--- src/rtl/pulse_hold_multi.sv ---
// Multi-channel pulse stretcher: a rising trigger edge holds the channel output
// high for HOLD_SEC second ticks, followed by an optional GUARD_SEC lockout.
module pulse_hold_multi #(
  parameter int CH        = 4,
  parameter int HOLD_SEC  = 1,
  parameter int GUARD_SEC = 0,
  parameter int CNT_W     = 8,
  parameter int RETRIG    = 0
) (
  input  logic          clk,
  input  logic          rst_n,
  input  logic          sec_tick,
  input  logic [CH-1:0] trig_in,
  input  logic [CH-1:0] clr,
  output logic [CH-1:0] hold_out,
  output logic [CH-1:0] done,
  output logic          busy
);

  typedef enum logic [1:0] {
    ST_IDLE  = 2'd0,
    ST_HOLD  = 2'd1,
    ST_GUARD = 2'd2
  } state_t;

  localparam logic [CNT_W-1:0] CNT_ZERO  = {CNT_W{1'b0}};
  localparam logic [CNT_W-1:0] CNT_ONE   = CNT_W'(1);
  localparam logic [CNT_W-1:0] CNT_HOLD  = CNT_W'(HOLD_SEC);
  localparam logic [CNT_W-1:0] CNT_GUARD = CNT_W'(GUARD_SEC);

  // Reject parameter sets the counters cannot represent.
  if (CH < 1) begin : g_bad_ch
    $error("pulse_hold_multi: CH must be >= 1");
  end
  if (HOLD_SEC < 1) begin : g_bad_hold
    $error("pulse_hold_multi: HOLD_SEC must be >= 1");
  end
  if (GUARD_SEC < 0) begin : g_bad_guard
    $error("pulse_hold_multi: GUARD_SEC must be >= 0");
  end
  if (((HOLD_SEC >> CNT_W) != 0) || ((GUARD_SEC >> CNT_W) != 0)) begin : g_bad_cnt_w
    $error("pulse_hold_multi: CNT_W too narrow for HOLD_SEC/GUARD_SEC");
  end

  state_t           state_r  [CH];
  state_t           state_nx [CH];
  logic [CNT_W-1:0] cnt_r    [CH];
  logic [CNT_W-1:0] cnt_nx   [CH];
  logic [CH-1:0]    prev_r;
  logic [CH-1:0]    edge_s;
  logic [CH-1:0]    hold_r;
  logic [CH-1:0]    hold_nx;
  logic [CH-1:0]    done_r;
  logic [CH-1:0]    done_nx;
  logic             busy_r;
  logic             busy_nx;

  // Per-channel next-state: clr beats edge, edge in HOLD (retrigger) beats tick.
  always_comb begin
    edge_s  = trig_in & ~prev_r;
    done_nx = {CH{1'b0}};
    hold_nx = {CH{1'b0}};
    busy_nx = 1'b0;
    for (int i = 0; i < CH; i++) begin
      state_nx[i] = state_r[i];
      cnt_nx[i]   = cnt_r[i];
      if (clr[i]) begin
        state_nx[i] = ST_IDLE;
        cnt_nx[i]   = CNT_ZERO;
      end else begin
        case (state_r[i])
          ST_IDLE: begin
            if (edge_s[i]) begin
              state_nx[i] = ST_HOLD;
              cnt_nx[i]   = CNT_HOLD;
            end else begin
              cnt_nx[i]   = CNT_ZERO;
            end
          end
          ST_HOLD: begin
            if ((RETRIG != 0) && edge_s[i]) begin
              cnt_nx[i] = CNT_HOLD;
            end else if (sec_tick) begin
              if (cnt_r[i] == CNT_ONE) begin
                done_nx[i] = 1'b1;
                if (GUARD_SEC == 0) begin
                  state_nx[i] = ST_IDLE;
                  cnt_nx[i]   = CNT_ZERO;
                end else begin
                  state_nx[i] = ST_GUARD;
                  cnt_nx[i]   = CNT_GUARD;
                end
              end else begin
                cnt_nx[i] = cnt_r[i] - CNT_ONE;
              end
            end else begin
              cnt_nx[i] = cnt_r[i];
            end
          end
          ST_GUARD: begin
            if (sec_tick) begin
              if (cnt_r[i] == CNT_ONE) begin
                state_nx[i] = ST_IDLE;
                cnt_nx[i]   = CNT_ZERO;
              end else begin
                cnt_nx[i]   = cnt_r[i] - CNT_ONE;
              end
            end else begin
              cnt_nx[i] = cnt_r[i];
            end
          end
          default: begin
            state_nx[i] = ST_IDLE;
            cnt_nx[i]   = CNT_ZERO;
          end
        endcase
      end
      hold_nx[i] = (state_nx[i] == ST_HOLD);
      busy_nx    = busy_nx | (state_nx[i] != ST_IDLE);
    end
  end

  // State, counters and registered outputs; prev resets high to mask a trigger held through reset.
  always_ff @(posedge clk or negedge rst_n) begin
    if (!rst_n) begin
      for (int i = 0; i < CH; i++) begin
        state_r[i] <= ST_IDLE;
        cnt_r[i]   <= CNT_ZERO;
      end
      prev_r <= {CH{1'b1}};
      hold_r <= {CH{1'b0}};
      done_r <= {CH{1'b0}};
      busy_r <= 1'b0;
    end else begin
      for (int i = 0; i < CH; i++) begin
        state_r[i] <= state_nx[i];
        cnt_r[i]   <= cnt_nx[i];
      end
      prev_r <= trig_in;
      hold_r <= hold_nx;
      done_r <= done_nx;
      busy_r <= busy_nx;
    end
  end

  assign hold_out = hold_r;
  assign done     = done_r;
  assign busy     = busy_r;

endmodule

--- config.mk ---
export PLATFORM = sky130hd
export DESIGN_NAME = pulse_hold_multi
export DESIGN_NICKNAME = d
export VERILOG_FILES = /design/src/rtl/pulse_hold_multi.sv
export SDC_FILE = /design/constraint.sdc
export NUM_CORES = 1
export LEC_CHECK = 0
export CAP_MARGIN = 0
export CORE_MARGIN = 5
export CORE_UTILIZATION = 47
export DETAILED_ROUTE_END_ITERATION = 16
export GPL_TIMING_DRIVEN = 0
export PLACE_DENSITY_LB_ADDON = 0.12
export SYNTH_ARGS = -nofsm -noshare
export SYNTH_HDL_FRONTEND = slang
export SYNTH_SLANG_ARGS = --single-unit
--- constraint.sdc ---
create_clock -name clk -period 2.6 [get_ports clk]
set_input_delay 0.39 -clock clk [delete_from_list [all_inputs] [get_ports clk]]
set_output_delay 0.39 -clock clk [all_outputs]
set_load 0.01 [all_outputs]
=== After elaboration in Yosys (flattened, before gate mapping) ===
Cells that the tools add are included.

* Logic and storage cells: 109
* Output and inout bits: 9
* Flip-flop bits (word level): 53
* Bits of input ports: 11

* Bitwise operators: 5
* Equal/unequal tests: 20
* Reductions and logical operators: 12
* Add/sub/neg operators: 4
* Mux-type cells: 56

{| class="wikitable"
|+ Operator list
! cell !! count
|-
| $mux W8 || 12
|-
| $pmux W8 S2 || 4
|-
| $eq A8 B1 Y1 const B || 4
|-
| $mux W2 || 16
|-
| $sub A8 B1 Y8 const B || 4
|-
| $mux W1 || 20
|-
| $eq A2 B1 Y1 const B || 8
|-
| $pmux W2 S2 || 4
|-
| $ne A3 B1 Y1 const B || 4
|-
| $eq A2 B2 Y1 const B || 4
|-
| $logic_not A2 Y1 || 4
|-
| $reduce_bool A2 Y1 || 4
|-
| $reduce_or A2 Y1 || 4
|-
| $and A4 B4 Y4 || 1
|-
| $not A4 Y4 || 1
|-
| $or A1 B1 Y1 || 3
|}

=== Longest topological paths before layout ===
* Depth after elaboration: 9
* Mapped depth: 8
* Depth with buffers taken out: 7

=== Worst setup path after synthesis ===
Ideal clock, no wire load.

* Kind: register -> register
* Start: reg cnt_r[17] (netlist bit)
* End: reg busy_r (netlist: busy)
* Data required time: 2464 ps
* Path buffers: 0
* Arrival: 2159 ps
* Library setup time: 136 ps
* Setup slack: 305 ps
* Cell stages (with the launch flop): 8
* Clock period less this slack: 2295 ps
* Cells stage by stage: dfrtp_1 > inv_1 > ha_1 > or4b_4 > or4b_4 > a31o_1 > nor4_1 > nand3_1

{| class="wikitable"
|+ RTL lines
! item !! RTL line !! RTL
|-
| start: declaration || 47 || <nowiki>logic [CNT_W-1:0] cnt_r [CH];</nowiki>
|-
| start signal: indexed assignment || 137 || <nowiki>cnt_r[i] <= cnt_nx[i];</nowiki>
|-
| end signal: assignment || 142 || <nowiki>busy_r <= busy_nx;</nowiki>
|-
| end: declaration || 55 || <nowiki>logic busy_r;</nowiki>
|}

==> impl_metrics.tcl <==
set metrics [dict create \
    netlist_top_cells_area "dfrtp_1 (43%), ha_1 (8.7%), o21ai_0 (5.6%)" \
    postRouteAntennaNets 0 \
    drc_errors 0 \
    hold_class "in -> reg" \
    pwr-share-comb 0.193 \
    status "finished clean" \
    finalSetupViolCount 0 \
    synthTopCellsByCount "dfrtp_1 (49), nor2_1 (36), o21ai_0 (32)" \
    hold_start "sec_tick" \
    max_cap_viol_count 0 \
    synth_fp_nets 338 \
    worst_ep_arrival_time_ps 2630 \
    finClkSkew_ps 6.28 \
    synth.largest_area_cell "dfrtp_1" \
    endpoint_kind "flip-flop" \
    syn_avg_cell_area_um2 9.36 \
    grt_usage 0.159 \
    crit_required_ps 2780 \
    cts_tree "done" \
    worstHoldEndpoint "done[2]$_DFF_PN0_" \
    r2r_cells 7 \
    vias 2249 \
    r2r_start "cnt_r[17]$_DFFE_PN0P_" \
    route.detailed.wl_per_inst_um 13.9 \
    antenna_found_initial 0 \
    synth-edff-count 0 \
    initial_core_util 0.485 \
    synth_top_cell_area_share 0.427 \
    path_clk_slew_ps 110 \
    grt_pass1_vias 2155 \
    ir_drop_mv 0.254 \
    finalCritPeriodShare 0.943 \
    timing.rr.end "busy$_DFF_PN0_" \
    grt_max_degree 40 \
    netlist_area_um2 2870 \
    rsz0062_at_grt "false" \
    layout_min_cycle_time_ps 2450 \
    fp.dieH_um 88.2 \
    dieArea_um2 7780 \
    slew_violations 0 \
    drt_pass1_iterations 4 \
    switchingPower_mw 0.541 \
    synthToLayoutAreaGrowth_pct 14.7 \
    n_fill_cell 539 \
    initialDrtViolationCount 58 \
    overflow 0 \
    place_congestion 0.827 \
    ys_warn_count 0 \
    io_pins 20 \
    pwr-share-seq 0.500 \
    relSlewSlack 0.422 \
    io_buffers 18 \
    cellPowerDensity_nw_per_um2 570 \
    nets 365 \
    postCtsSetupRepairBufs 0 \
    drt_wl_total_um 5690 \
    synth_flop_cell "dfrtp_1" \
    final_cell_area_um2 3290 \
    crit_path_max_fanout 6 \
    fp-row-count 28 \
    cts_buffers 5 \
    grt_pass1_wl_um 9850 \
    fp.dieW_um 88.2 \
    clk_path_buf_depth 2 \
    core-area_um2 5920 \
    ys_types 44 \
    cts_root_buf "clkbuf_8" \
    placed_cell_area_um2 3160 \
    leakage_nw 1.48 \
    m1WireLength_um 2710 \
    synth-seq-cells 53 \
    critPathLaunchType "flip-flop" \
    max_freq_mhz 408 \
    worst_pin_slew_ps 866 \
    synthCells 307 \
    route.met2.wl_um 2770 \
    holdWs_ps 345 \
    clockPowerShare 0.307 \
    clk_latency_ps 310 \
    internal_power_mw 1.34 \
    whs_path_depth 3 \
    drive_gt1_frac 0.0657 \
    htreeDepth 2 \
    dr_wl_met3_um 161 \
    async_flop_share 1.00 \
    synth_seq_area_share 0.463 \
    antenna_cells 0 \
    r2r_slack_ps 150 \
    crit_type "reg -> reg" \
    dp.final_hpwl_um 4090 \
    synth_most_common_cell "dfrtp_1" \
    clkSinkCount 53 \
    hold_viol_final 0 \
    dr.max_layer_used "met4" \
    switching_share 0.288 \
    viasPerCell 5.49 \
]
-- stage by stage --
step	TNS [ps]	utilization	total power [mW]	std cells	setup slack (ps)
2_1_floorplan	0	-	1.20	307	305
3_3_place_gp	-23610	0.531	1.30	400	-485
5_1_grt	0	0.556	1.99	410	7.67
4_1_cts	0	0.555	1.90	410	127
3_5_place_dp	0	0.534	1.32	401	143
6_report	0	0.556	1.88	410	148
-- cell families after synthesis --
| group | count (synthesis) | share of synthesized area |
|---|---|---|
| AND/OR/NAND/NOR | 128 | 0.236 |
| AO/OA/AOI/OAI | 74 | 0.159 |
| flip-flops | 53 | 0.463 |
| buffers and inverters | 26 | 0.0366 |
| adder cells (fa/ha/maj) | 20 | 0.0871 |
| XOR/XNOR | 6 | 0.0183 |
-- layout make-up --
| class | count | area [um^2] | share of cell area |
|---|---|---|---|
| timing repair buffer | 20 | 205 | 0.0623 |
| inverter | 23 | 86.3 | 0.0262 |
| sequential | 53 | 1330 | 0.404 |
| clock buffer | 5 | 68.8 | 0.0209 |
| clock inverter | 3 | 46.3 | 0.0141 |
| multi-input combinational | 228 | 1440 | 0.438 |
| buffer | 3 | 18.8 | 0.00570 |
| tap | 75 | 93.8 | 0.0285 |
-- worst max-delay path: stages (launching register included) --
cell and delay [ps]:
dfrtp_2 460, inv_1 110, ha_1 140, or4b_4 460, or4b_4 520, a31o_1 260, nor4_1 270, nand3_1 100
-- how the worst max path moves through the flow --
stage                                      from               endpoint  slack, ps  depth (start not counted)
after floorplan           cnt_r[17]$_DFFE_PN0P_         busy$_DFF_PN0_        300                          7
after global placement                    rst_n   cnt_r[6]$_DFFE_PN0P_       -490                          1
after detailed placement                 clr[2]  cnt_r[13]$_DFFE_PN0P_        140                          6
after CTS                 cnt_r[17]$_DFFE_PN0P_         busy$_DFF_PN0_        130                          7
after global routing      cnt_r[17]$_DFFE_PN0P_         busy$_DFF_PN0_          8                          7
final                     cnt_r[17]$_DFFE_PN0P_         busy$_DFF_PN0_        150                          7
-- repair_timing --
item,4_1_cts,5_1_grt
setup endpoints to repair,0,1
resized for setup,0,2
endpoints found under the hold margin,13,0
hold buffers,1,0
-- layout by cell type, fill, tap and decap left out, types with 2 or more instances in the layout --
| cell type | netlist | final |
|---|---|---|
| inv_1 | 23 | 23 |
| a31oi_1 | 5 | 5 |
| or4_1 | 2 | 2 |
| clkbuf_1 | 2 | 2 |
| o22ai_1 | 2 | 2 |
| a21oi_1 | 11 | 11 |
| o211ai_1 | 5 | 5 |
| nor3_1 | 14 | 14 |
| dfstp_2 | 4 | 4 |
| o31ai_1 | 5 | 5 |
| nor2_1 | 36 | 36 |
| nand2b_1 | 11 | 11 |
| a32o_1 | 3 | 3 |
| or3_1 | 3 | 3 |
| nor4_1 | 5 | 5 |
| nand3_1 | 4 | 4 |
| nor3b_1 | 9 | 9 |
| o21ai_0 | 32 | 32 |
| xnor2_1 | 3 | 3 |
| or4b_1 | 2 | 2 |
| nand3b_1 | 2 | 2 |
| xor2_1 | 3 | 3 |
| ha_1 | 20 | 20 |
| dfrtp_1 | 49 | 48 |
| nand2_1 | 25 | 25 |
| o21a_1 | 3 | 3 |
| clkbuf_8 | 0 | 5 |
| clkdlybuf4s50_1 | 0 | 17 |
| or4b_4 | 2 | 2 |
| nor2b_1 | 6 | 6 |
-- power by group through the flow --
stage	Sequential [mW]	Combinational, mW	Clock (mW)
finish	0.939	0.362	0.577
global route	0.949	0.415	0.625
CTS	0.939	0.363	0.595
detailed placement	0.955	0.360	0
global placement	0.953	0.351	0
floorplan	0.946	0.252	0
-- sequential cells by signal (all words and copies together) (netlist names) --
name      flops
state_r       8
cnt_r        32
busy          1
prev_r        4
done          4
hold_out      4
-- routing by layer --
| layer | vias to the layer above | GRT usage |
|---|---|---|
| met5 | - | 0 |
| met4 | 0 | 0.0453 |
| met3 | 4 | 0.0301 |
| met2 | 30 | 0.267 |
| met1 | 1079 | 0.210 |
| li1 | 1136 | - |
(Power assumes the default switching activity.)
